$ cat config.mk
export PLATFORM = sky130hd
export DESIGN_NAME = clk_div_multi
export DESIGN_NICKNAME = d
export VERILOG_FILES = /design/src/rtl/clk_div_multi.sv
export SDC_FILE = /design/constraint.sdc
export NUM_CORES = 1
export LEC_CHECK = 0
export ABC_AREA = 1
export CORE_MARGIN = 3
export CORE_UTILIZATION = 50
export DETAILED_ROUTE_END_ITERATION = 10
export GPL_ROUTABILITY_DRIVEN = 0
export PLACE_DENSITY = 0.79
export SLEW_MARGIN = 5
export SYNTH_ARGS = -nofsm -noshare
export SYNTH_HDL_FRONTEND = slang
export SYNTH_SLANG_ARGS = --single-unit
$ cat constraint.sdc
create_clock -name clk -period 4 [get_ports clk]
set_clock_uncertainty 0.1 [all_clocks]
set_input_delay 1 -clock clk [delete_from_list [all_inputs] [get_ports clk]]
set_output_delay 1 -clock clk [all_outputs]
set_load 0.02 [all_outputs]
$ cat src/rtl/clk_div_multi.sv
// Multi-channel clock divider: NCH square waves plus per-toggle tick enables,
// reprogrammable through a one-deep valid/ready slot. Optional align restart: CLK_DIV_ALIGN_EN.
module clk_div_multi #(
  parameter int          NCH      = 2,
  parameter int          CNT_W    = 32,
  parameter int unsigned DEF_HALF = 32'd99_999,
  localparam int         CH_W     = (NCH > 1) ? $clog2(NCH) : 1
) (
  input  logic             clk,
  input  logic             rst,
  input  logic [NCH-1:0]   en,
  input  logic             cfg_valid,
  output logic             cfg_ready,
  input  logic [CH_W-1:0]  cfg_ch,
  input  logic [CNT_W-1:0] cfg_half,
  input  logic             align,
  output logic [NCH-1:0]   clk_out,
  output logic [NCH-1:0]   tick
);

  localparam logic [CNT_W-1:0] DEF_HALF_V = CNT_W'(DEF_HALF);

  logic [CNT_W-1:0] cnt_r  [NCH];
  logic [CNT_W-1:0] half_r [NCH];
  logic [NCH-1:0]   clk_out_r;
  logic [NCH-1:0]   tick_r;
  logic             pend_vld_r;
  logic [CH_W-1:0]  pend_ch_r;
  logic [CNT_W-1:0] pend_half_r;
  logic [NCH-1:0]   drain_s;
  logic             align_s;
  logic             cfg_ok_s;

  function automatic logic ch_in_range(input logic [CH_W-1:0] ch);
    return int'(ch) < NCH;
  endfunction

`ifdef CLK_DIV_ALIGN_EN
  assign align_s = align;
`else
  logic unused_align_s;
  assign unused_align_s = align;
  assign align_s        = 1'b0;
`endif

  assign cfg_ready = ~pend_vld_r;
  assign cfg_ok_s  = ch_in_range(cfg_ch);
  assign clk_out   = clk_out_r;
  assign tick      = tick_r;

  // Decide which channel (if any) consumes the pending slot on this edge.
  always_comb begin
    for (int i = 0; i < NCH; i++) begin
      drain_s[i] = 1'b0;
      if (pend_vld_r && (pend_ch_r == CH_W'(i))) begin
        if (align_s) begin
          drain_s[i] = 1'b1;
        end else if (!en[i]) begin
          drain_s[i] = 1'b1;
        end else if (cnt_r[i] == half_r[i]) begin
          drain_s[i] = 1'b1;
        end else begin
          drain_s[i] = 1'b0;
        end
      end else begin
        drain_s[i] = 1'b0;
      end
    end
  end

  // Per-channel counters, outputs and half-period reload.
  always_ff @(posedge clk or negedge rst) begin
    if (!rst) begin
      for (int i = 0; i < NCH; i++) begin
        cnt_r[i]  <= {CNT_W{1'b0}};
        half_r[i] <= DEF_HALF_V;
      end
      clk_out_r <= {NCH{1'b0}};
      tick_r    <= {NCH{1'b0}};
    end else begin
      for (int i = 0; i < NCH; i++) begin
        if (align_s) begin
          cnt_r[i]     <= {CNT_W{1'b0}};
          clk_out_r[i] <= 1'b0;
          tick_r[i]    <= 1'b0;
          if (drain_s[i]) half_r[i] <= pend_half_r;
        end else if (!en[i]) begin
          // Disabled channels hold phase; a new half restarts the count.
          tick_r[i] <= 1'b0;
          if (drain_s[i]) begin
            half_r[i] <= pend_half_r;
            cnt_r[i]  <= {CNT_W{1'b0}};
          end
        end else if (cnt_r[i] == half_r[i]) begin
          cnt_r[i]     <= {CNT_W{1'b0}};
          clk_out_r[i] <= ~clk_out_r[i];
          tick_r[i]    <= 1'b1;
          if (drain_s[i]) half_r[i] <= pend_half_r;
        end else begin
          cnt_r[i]  <= cnt_r[i] + CNT_W'(1);
          tick_r[i] <= 1'b0;
        end
      end
    end
  end

  // One-deep configuration slot: filled only while empty, so fill and drain never collide.
  always_ff @(posedge clk or negedge rst) begin
    if (!rst) begin
      pend_vld_r  <= 1'b0;
      pend_ch_r   <= {CH_W{1'b0}};
      pend_half_r <= {CNT_W{1'b0}};
    end else if (pend_vld_r) begin
      if (|drain_s) pend_vld_r <= 1'b0;
    end else if (cfg_valid && cfg_ok_s) begin
      pend_vld_r  <= 1'b1;
      pend_ch_r   <= cfg_ch;
      pend_half_r <= cfg_half;
    end
  end

endmodule

==> results of run 1 <==
[cells by family after synthesis]
family / after synthesis / synth area share
and+or+nand+nor: 504 / 0.246
DFF: 166 / 0.476
muxes: 1 / 0.00128
AOI/OAI and AO/OA: 147 / 0.107
adders and majority gates: 2 / 0.00285
buffers and inverters: 148 / 0.0758
xor gates and xnor gates: 91 / 0.0916
[state kept, by name, indices dropped and copies added, names as in the netlist]
register / flops
pend_half_r: 32
pend_ch_r: 1
half_r: 64
clk_out: 2
pend_vld_r: 1
cnt_r: 64
tick: 2
[routing by layer]
layer,routed length (um),vias to the layer above,global-route usage
met5,0,-,0
met4,346,0,0.0718
met3,1290,25,0.0352
met2,8990,235,0.319
met1,8720,3248,0.296
li1,-,3444,-
[final cells by class]
cell class              instances  share of cell area
flip-flops and latches        166               0.421
multi-input cells             745               0.397
repair buffers                 50              0.0523
clock buffers                  23              0.0482
inverters                     115              0.0435
well taps                     220              0.0277
clock inverters                 9              0.0101
[layout by cell type (no fill, tap or decap), types with 2 or more instances in the layout]
master,n
a21oi_1,34
and3_1,3
buf_12,3
buf_4,5
bufinv_16,2
clkbuf_1,3
clkbuf_16,17
clkbuf_8,3
clkdlybuf4s50_1,41
clkinv_2,5
clkinvlp_4,2
dfrtp_1,146
dfstp_2,20
ha_1,2
inv_1,104
inv_2,11
nand2_1,263
nand2_2,16
nand2_4,3
nand3_1,35
nand3b_1,3
nand4_1,21
nor2_1,118
nor2_2,9
nor3_1,26
nor3b_1,2
o21ai_0,25
o21ai_1,22
o21ai_2,46
o22ai_1,19
xnor2_1,55
xor2_1,35
[stage by stage]
step / power, mW / cell area, um^2 / utilization
after CTS: 6.20 / 9920 / 0.588
after detailed placement: 4.56 / 9350 / 0.554
after floorplan: 4.11 / 8780 / -
after global placement: 4.48 / 9350 / 0.554
after global routing: 6.53 / 9920 / 0.588
final: 6.13 / 9920 / 0.588
[synthesized netlist by cell type (all sizes together)]
library cell | number | area share
nor3 | 27 | 0.017
xor2 | 35 | 0.035
or2 | 1 | 0.00071
nand2b | 1 | 0.00071
inv | 115 | 0.049
dfrtp | 146 | 0.42
and3 | 3 | 0.0021
ha | 2 | 0.0028
buf | 18 | 0.020
xnor2 | 56 | 0.057
a31o | 1 | 0.0010
mux2 | 1 | 0.0013
o21ai | 93 | 0.073
a21oi | 34 | 0.019
nand2 | 282 | 0.13
o22ai | 19 | 0.014
nor3b | 2 | 0.0017
clkbuf | 15 | 0.0066
dfstp | 20 | 0.060
nand3b | 3 | 0.0026
nand4 | 21 | 0.015
nor2 | 128 | 0.058
nand3 | 36 | 0.021
[worst max path at each step]
| stage | end | cells after the start |
|---|---|---|
| after floorplan | cnt_r[39] | 8 |
| after global placement | half_r[34] | 6 |
| after CTS | cfg_ready | 2 |
| after detailed placement | half_r[47] | 6 |
| after global routing | cnt_r[21] | 6 |
| final | cfg_ready | 2 |
[power breakdown]
part | total [mW] | leakage, nW | switching [mW] | internal, mW
Sequential | 2.66 | 2.05 | 0.372 | 2.29
Combinational | 1.87 | 1.98 | 1.11 | 0.759
Clock | 1.60 | 0.283 | 0.642 | 0.963
Total | 6.13 | 4.32 | 2.12 | 4.01
[worst max-delay path: stages, from the launching register on]
cell             delay, ps
dfrtp_1                400
inv_1                  120
clkdlybuf4s50_1        620
==> impl_metrics.env, run 1 <==
export IMPL_drv_slew=0
export IMPL_clkSlewWorstSetupHoldPaths_ps=60
export IMPL_hpwl_um=13700
export IMPL_final_setup_worst_slack_ps=1330
export IMPL_htreeDepth=4
export IMPL_multi_input_area_um2=3940
export IMPL_antenna_cells=0
export IMPL_via_per_inst=5.23
export IMPL_critPathMaxFanout=3
export IMPL_preCtsSetupSlack_ps=947
export IMPL_port_buffers=42
export IMPL_io_pins=44
export IMPL_tns_ps=0
export IMPL_fin_cells=1328
export IMPL_power_leakage_nw=4.32
export IMPL_whs_ps=366
export IMPL_die_y_um=139
export IMPL_postCtsSetupBuffers=0
export IMPL_syn_inst=1059
export IMPL_seqCellArea_um2=4180
export IMPL_worstReg2RegEnd="half_r[40]"
export IMPL_grt_pass1_wl_um=32500
export IMPL_num_fill_cells=1421
export IMPL_cp_end_kind="output pin"
export IMPL_core_area_um2=16900
export IMPL_fmax_ghz=0.375
export IMPL_ant_nets=0
export IMPL_ys_warn_count=0
export IMPL_power_density_nw_per_um2=618
export IMPL_drive_gt1_frac=0.135
export IMPL_seq_area_frac_synth=0.476
export IMPL_dieWidth_um=139
export IMPL_wl_per_cell_um=14.6
export IMPL_via_count=6952
export IMPL_numCtsBuffers=17
export IMPL_max_slew_worst_pin_slew_ps=893
export IMPL_reg2reg_depth=11
export IMPL_startpoint="pend_vld_r"
export IMPL_crit_type="register to output pin"
export IMPL_cts_resized=0
export IMPL_avgSynthCellArea_um2=8.29
export IMPL_grt_start_max_net_pins=90
export IMPL_placed_cells=1296
export IMPL_hold_depth=1
export IMPL_cts_sinks=166
export IMPL_start_util=0.520
export IMPL_slew_headroom=0.404
export IMPL_hold_viol_final=0
export IMPL_cts_hold_buf=0
export IMPL_setup_viol=0
export IMPL_drc=0
export IMPL_grtUsageTotal=0.206
export IMPL_fin_nets=1136
export IMPL_cp_arrival_ps=1570
export IMPL_r2r_start="cnt_r[46]"
export IMPL_worstPathRequired_ps=2900
export IMPL_rsz0062_at_grt="false"
export IMPL_vdd_drop_max_mv=0.375
export IMPL_hold_end="clk_out[1]"
export IMPL_grt_pass1_vias=6508
export IMPL_die_area_um2=19200
export IMPL_cts_tree="done"
export IMPL_synth_area_um2=8780
export IMPL_drtIter0Drc=686
export IMPL_drtPass1Iterations=6
export IMPL_min_delay_start="clk_out[1]"
export IMPL_max_cap_violations=0
export IMPL_period_share=0.667
export IMPL_drt_wl_total_um=19300
export IMPL_synth_seq_cells=166
export IMPL_rows=47
export IMPL_synth_nets=1100
export IMPL_syn_to_final_growth_pct=13.0
export IMPL_clk_path_buf_depth=2
export IMPL_antenna_found_initial=0
export IMPL_outcome="completed"
export IMPL_worstHoldPathType="register to register"
export IMPL_synth_cell_types=36
export IMPL_r2r_setup_slack_ps=1420
export IMPL_fin_crit_ps=2670
export IMPL_insertion_delay_ps=430
export IMPL_root_buffer="clkbuf_16"
export IMPL_cp_start_kind="register"
export IMPL_grt_overflow=0
(Power assumes the default switching activity.)
==> run 2, diff against run 1 <==
==> constraint.sdc (replaced) <==
create_clock -name clk -period 2.7 [get_ports clk]
set_clock_uncertainty 0.1 [all_clocks]
set_input_delay 0.675 -clock clk [delete_from_list [all_inputs] [get_ports clk]]
set_output_delay 0.675 -clock clk [all_outputs]
set_load 0.02 [all_outputs]
==> run 2 against run 1 <==
Cell area grew 1.5%. Sequential power grew 48%. Critical endpoint unchanged. Largest power group unchanged. Hold slack lost 320 ps. Clock-buffer cell count shrank 5. Sequential share of layout area shrank 0.60 points. Register-to-register slack lost 1000 ps. Worst setup slack lost 980 ps. Cell count grew 0.60%. Critical path type unchanged.
==> impl_metrics.env, run 2 (synthesis results as in run 1) <==
export IMPL_root_buffer="clkbuf_16"
export IMPL_fmax_ghz=0.425
export IMPL_drt_wl_total_um=19900
export IMPL_num_fill_cells=1404
export IMPL_period_share=0.871
export IMPL_worstPathRequired_ps=1920
export IMPL_drv_slew=0
export IMPL_worstHoldPathType="input pin to asynchronous set/reset pin"
export IMPL_power_density_nw_per_um2=933
export IMPL_drc=0
export IMPL_drive_gt1_frac=0.144
export IMPL_antenna_found_initial=0
export IMPL_io_pins=44
export IMPL_grt_overflow=0
export IMPL_rows=47
export IMPL_cp_arrival_ps=1580
export IMPL_drtIter0Drc=662
export IMPL_final_common_cell="nand2_1"
export IMPL_postCtsSetupBuffers=0
export IMPL_via_per_inst=5.25
export IMPL_cp_end_kind="output pin"
export IMPL_antenna_cells=0
export IMPL_via_count=7017
export IMPL_port_buffers=42
export IMPL_power_leakage_nw=4.39
export IMPL_max_slew_worst_pin_slew_ps=542
export IMPL_core_area_um2=16900
export IMPL_grt_start_max_net_pins=66
export IMPL_fin_crit_ps=2350
export IMPL_syn_to_final_growth_pct=14.6
export IMPL_tns_ps=0
export IMPL_outcome="completed"
export IMPL_max_cap_violations=0
export IMPL_cts_tree="done"
export IMPL_grt_pass1_wl_um=33000
export IMPL_drtPass1Iterations=5
export IMPL_numCtsBuffers=17
export IMPL_wl_per_cell_um=14.9
export IMPL_die_y_um=139
export IMPL_top_regs="cnt_r: 64 flops, half_r: 64 flops, pend_half_r: 32 flops"
export IMPL_dieWidth_um=139
export IMPL_htreeDepth=4
export IMPL_insertion_delay_ps=430
export IMPL_clkSlewWorstSetupHoldPaths_ps=60
export IMPL_hpwl_um=14100
export IMPL_cts_sinks=166
export IMPL_crit_type="register to output pin"
export IMPL_hold_viol_final=0
export IMPL_whs_ps=47.2
export IMPL_start_util=0.520
export IMPL_ant_nets=0
export IMPL_fin_nets=1144
export IMPL_slew_headroom=0.636
export IMPL_setup_viol=0
export IMPL_die_area_um2=19200
export IMPL_cts_hold_buf=0
export IMPL_cts_resized=0
export IMPL_grt_pass1_vias=6677
export IMPL_rsz0062_at_grt="false"
export IMPL_vdd_drop_max_mv=0.597
export IMPL_cp_start_kind="register"
export IMPL_grtUsageTotal=0.210
export IMPL_layout_common_cells="nand2_1 (263), dfrtp_1 (146), nor2_1 (118), inv_1 (104), xnor2_1 (55)"
export IMPL_critPathMaxFanout=3
export IMPL_clk_path_buf_depth=2
## run 2: worst paths after layout
path / endpoint / from / cells past startpoint / slack [ps]
min in group clk: clk_out[1] / clk_out[1] / 1 / 370
setup / recovery: cfg_ready / pend_vld_r / 2 / 350
hold / removal: cnt_r[61] / rst / 1 / 50
hold reg to reg: clk_out[1] / clk_out[1] / 1 / 370
max in group asynchronous: half_r[32] / rst / 2 / 1750
setup reg to reg: half_r[13] / half_r[1] / 12 / 370
## run 2: final cells by class
cell class,count,area [um^2],area share
sequential,166,4180,0.415
multi-input combinational,745,3940,0.391
clock inverter,14,198,0.0196
clock buffer,18,439,0.0436
inverter,115,432,0.0429
timing repair buffer,58,604,0.0600
tap,220,275,0.0273
## run 2: where the power goes
part / leakage [nW] / switching [mW] / total (mW) / internal, mW
combinational: 2.03 / 1.67 / 2.83 / 1.15
sequential: 2.05 / 0.559 / 3.95 / 3.39
clock: 0.308 / 1.04 / 2.62 / 1.58
total: 4.39 / 3.27 / 9.39 / 6.12
## run 2: stage by stage
| stage | cell area (um^2) | std cells | worst slack, ps | util | power (mW) |
|---|---|---|---|---|---|
| floorplan | 8780 | 1059 | 748 | - | 6.08 |
| global placement | 9430 | 1304 | 384 | 0.559 | 6.67 |
| detailed placement | 9430 | 1304 | 382 | 0.559 | 6.78 |
| CTS | 10100 | 1336 | 333 | 0.596 | 9.46 |
| global route | 10100 | 1336 | 181 | 0.596 | 9.98 |
| finish | 10100 | 1336 | 348 | 0.596 | 9.39 |
## run 2: per-layer routing
metal | part of all wire | GRT usage
met3 | 0.059 | 0.0383
met5 | 0 | 0
met1 | 0.45 | 0.290
met2 | 0.47 | 0.341
met4 | 0.014 | 0.0624
## run 2: worst max-delay path, cell delays in order, from the launching register on
cell and delay, ps:
dfrtp_1 400, inv_1 120, clkdlybuf4s50_1 620
==> run 3, diff against run 2 <==
==> constraint.sdc (replaced) <==
create_clock -name clk -period 3 [get_ports clk]
set_clock_uncertainty 0.1 [all_clocks]
set_input_delay 0.75 -clock clk [delete_from_list [all_inputs] [get_ports clk]]
set_output_delay 0.75 -clock clk [all_outputs]
set_load 0.02 [all_outputs]
==> run 3 against run 2 <==
First-iteration DRC count increased by 21%. Highest routed layer unchanged. Clock-buffer cell count grew 7. Utilization is 0.24 points lower. Worst setup slack better by 240 ps. Power shrank 10%. Largest cell class unchanged.
==> impl_metrics.env, run 3 (synthesis results as in run 1) <==
export IMPL_antenna_cells=0
export IMPL_outcome="completed"
export IMPL_die_y_um=139
export IMPL_placed_cells=1300
export IMPL_die_area_um2=19200
export IMPL_cp_end_kind="output pin"
export IMPL_drtIter0Drc=799
export IMPL_whs_ps=165
export IMPL_critPathMaxFanout=3
export IMPL_postCtsSetupBuffers=0
export IMPL_num_fill_cells=1421
export IMPL_final_common_cell="nand2_1"
export IMPL_p_int_mw=5.54
export IMPL_max_slew_worst_pin_slew_ps=542
export IMPL_drtPass1Iterations=7
export IMPL_core_area_um2=16900
export IMPL_layout_common_cells="nand2_1 (263), dfrtp_1 (146), nor2_1 (118), inv_1 (104), xnor2_1 (55)"
export IMPL_switchingPower_mw=2.87
export IMPL_setup_viol=0
export IMPL_cp_arrival_ps=1560
export IMPL_power_density_nw_per_um2=839
export IMPL_dieWidth_um=139
export IMPL_fmax_ghz=0.414
export IMPL_cp_num_buf_inv=2
export IMPL_clkSlewWorstSetupHoldPaths_ps=60
export IMPL_htreeDepth=4
export IMPL_grt_pass1_vias=6689
export IMPL_cts_tree="done"
export IMPL_dpl_cell_area_um2=9390
export IMPL_power_leakage_nw=4.38
export IMPL_grtUsageTotal=0.214
export IMPL_cp_start_kind="register"
export IMPL_antenna_found_initial=0
export IMPL_final_area_um2=10000
export IMPL_cts_hold_buf=0
export IMPL_fin_cells=1332
export IMPL_crit_type="register to output pin"
export IMPL_hold_viol_final=0
export IMPL_drc=0
export IMPL_rows=47
export IMPL_via_count=7011
export IMPL_cp_top_family="buffers and inverters"
export IMPL_multi_input_area_um2=3940
export IMPL_cp_cell_sequence="inv_1, clkdlybuf4s50_1"
export IMPL_drive_gt1_frac=0.140
export IMPL_fin_nets=1140
export IMPL_port_buffers=42
export IMPL_cp_slowest_cell="clkdlybuf4s50_1"
export IMPL_insertion_delay_ps=440
export IMPL_grt_overflow=0
export IMPL_seqCellArea_um2=4180
export IMPL_worstHoldPathType="input pin to asynchronous set/reset pin"
export IMPL_top_regs="cnt_r: 64 flops, half_r: 64 flops, pend_half_r: 32 flops"
export IMPL_wl_per_cell_um=14.9
export IMPL_vdd_drop_max_mv=0.550
export IMPL_drv_slew=0
export IMPL_io_pins=44
export IMPL_grt_start_max_net_pins=67
export IMPL_clockPowerShare=0.278
export IMPL_tns_ps=0
export IMPL_drt_wl_total_um=19900
export IMPL_period_share=0.805
export IMPL_worstPathRequired_ps=2150
export IMPL_sw_frac_of_total=0.342
export IMPL_hpwl_um=14200
export IMPL_cts_resized=0
export IMPL_cts_sinks=166
export IMPL_p_seq_frac=0.422
export IMPL_via_per_inst=5.26
export IMPL_fin_crit_ps=2410
export IMPL_numCtsBuffers=17
export IMPL_slew_headroom=0.636
export IMPL_grt_pass1_wl_um=33500
export IMPL_syn_to_final_growth_pct=14.2
export IMPL_clk_path_buf_depth=2
export IMPL_fin_util=0.594
export IMPL_comb_power_share=0.300
export IMPL_root_buffer="clkbuf_16"
export IMPL_max_cap_violations=0
export IMPL_start_util=0.520
export IMPL_slowest_delay_ps=620
export IMPL_ant_nets=0
export IMPL_rsz0062_at_grt="false"
-- run 3: changes by cell type in the layout (fill, tap and decap cells not counted), sizes merged --
| cell | change |
|---|---|
| clkinvlp | -2 |
| buf | -4 |
| inv | -4 |
| bufinv | -1 |
| clkbuf | +7 |
-- run 3: final timing paths --
check / start / endpoint / slack (ps) / depth (start not counted)
worst max-delay path: pend_vld_r / cfg_ready / 590 / 2
max in group asynchronous: rst / half_r[41] / 1890 / 2
worst min register to register: clk_out[1] / clk_out[1] / 370 / 1
worst min-delay path: rst / cnt_r[59] / 170 / 1
min in group clk: clk_out[1] / clk_out[1] / 370 / 1
worst max register to register: half_r[4] / half_r[6] / 590 / 11
-- run 3: layout make-up --
| class | count | share of cell area |
|---|---|---|
| Inverter | 115 | 0.0430 |
| Tap cell | 220 | 0.0275 |
| Multi-Input combinational cell | 745 | 0.393 |
| Clock buffer | 25 | 0.0524 |
| Clock inverter | 7 | 0.0114 |
| Timing Repair Buffer | 54 | 0.0560 |
| Sequential cell | 166 | 0.417 |
-- run 3: worst register-to-register path: cells and delay by family, from the launching register on --
kind / cells / cell delay, ps
simple gates: 8 / 1200
flops: 1 / 560
buf+inv: 1 / 270
xor+xnor: 1 / 120
compound gates: 1 / 60
-- run 3: stage by stage --
stage	setup slack, ps	total power, mW
after global placement	490	5.98
after floorplan	973	5.47
after detailed placement	450	6.11
final	586	8.41
after CTS	576	8.47
after global routing	393	8.97
-- run 3: power groups by stage --
stage	combinational [mW]	sequential, mW	clock [mW]
floorplan	2.04	3.44	0
finish	2.52	3.55	2.34
global route	2.86	3.63	2.48
global placement	2.43	3.56	0
CTS	2.56	3.55	2.37
detailed placement	2.53	3.58	0
-- run 3: layer usage --
layer  track usage  wire length [um]  vias up
li1              -                 -     3443
met5             0                 0        -
met2         0.341              9450      244
met1         0.301              8980     3301
met3        0.0469              1200       23
met4        0.0525               225        0
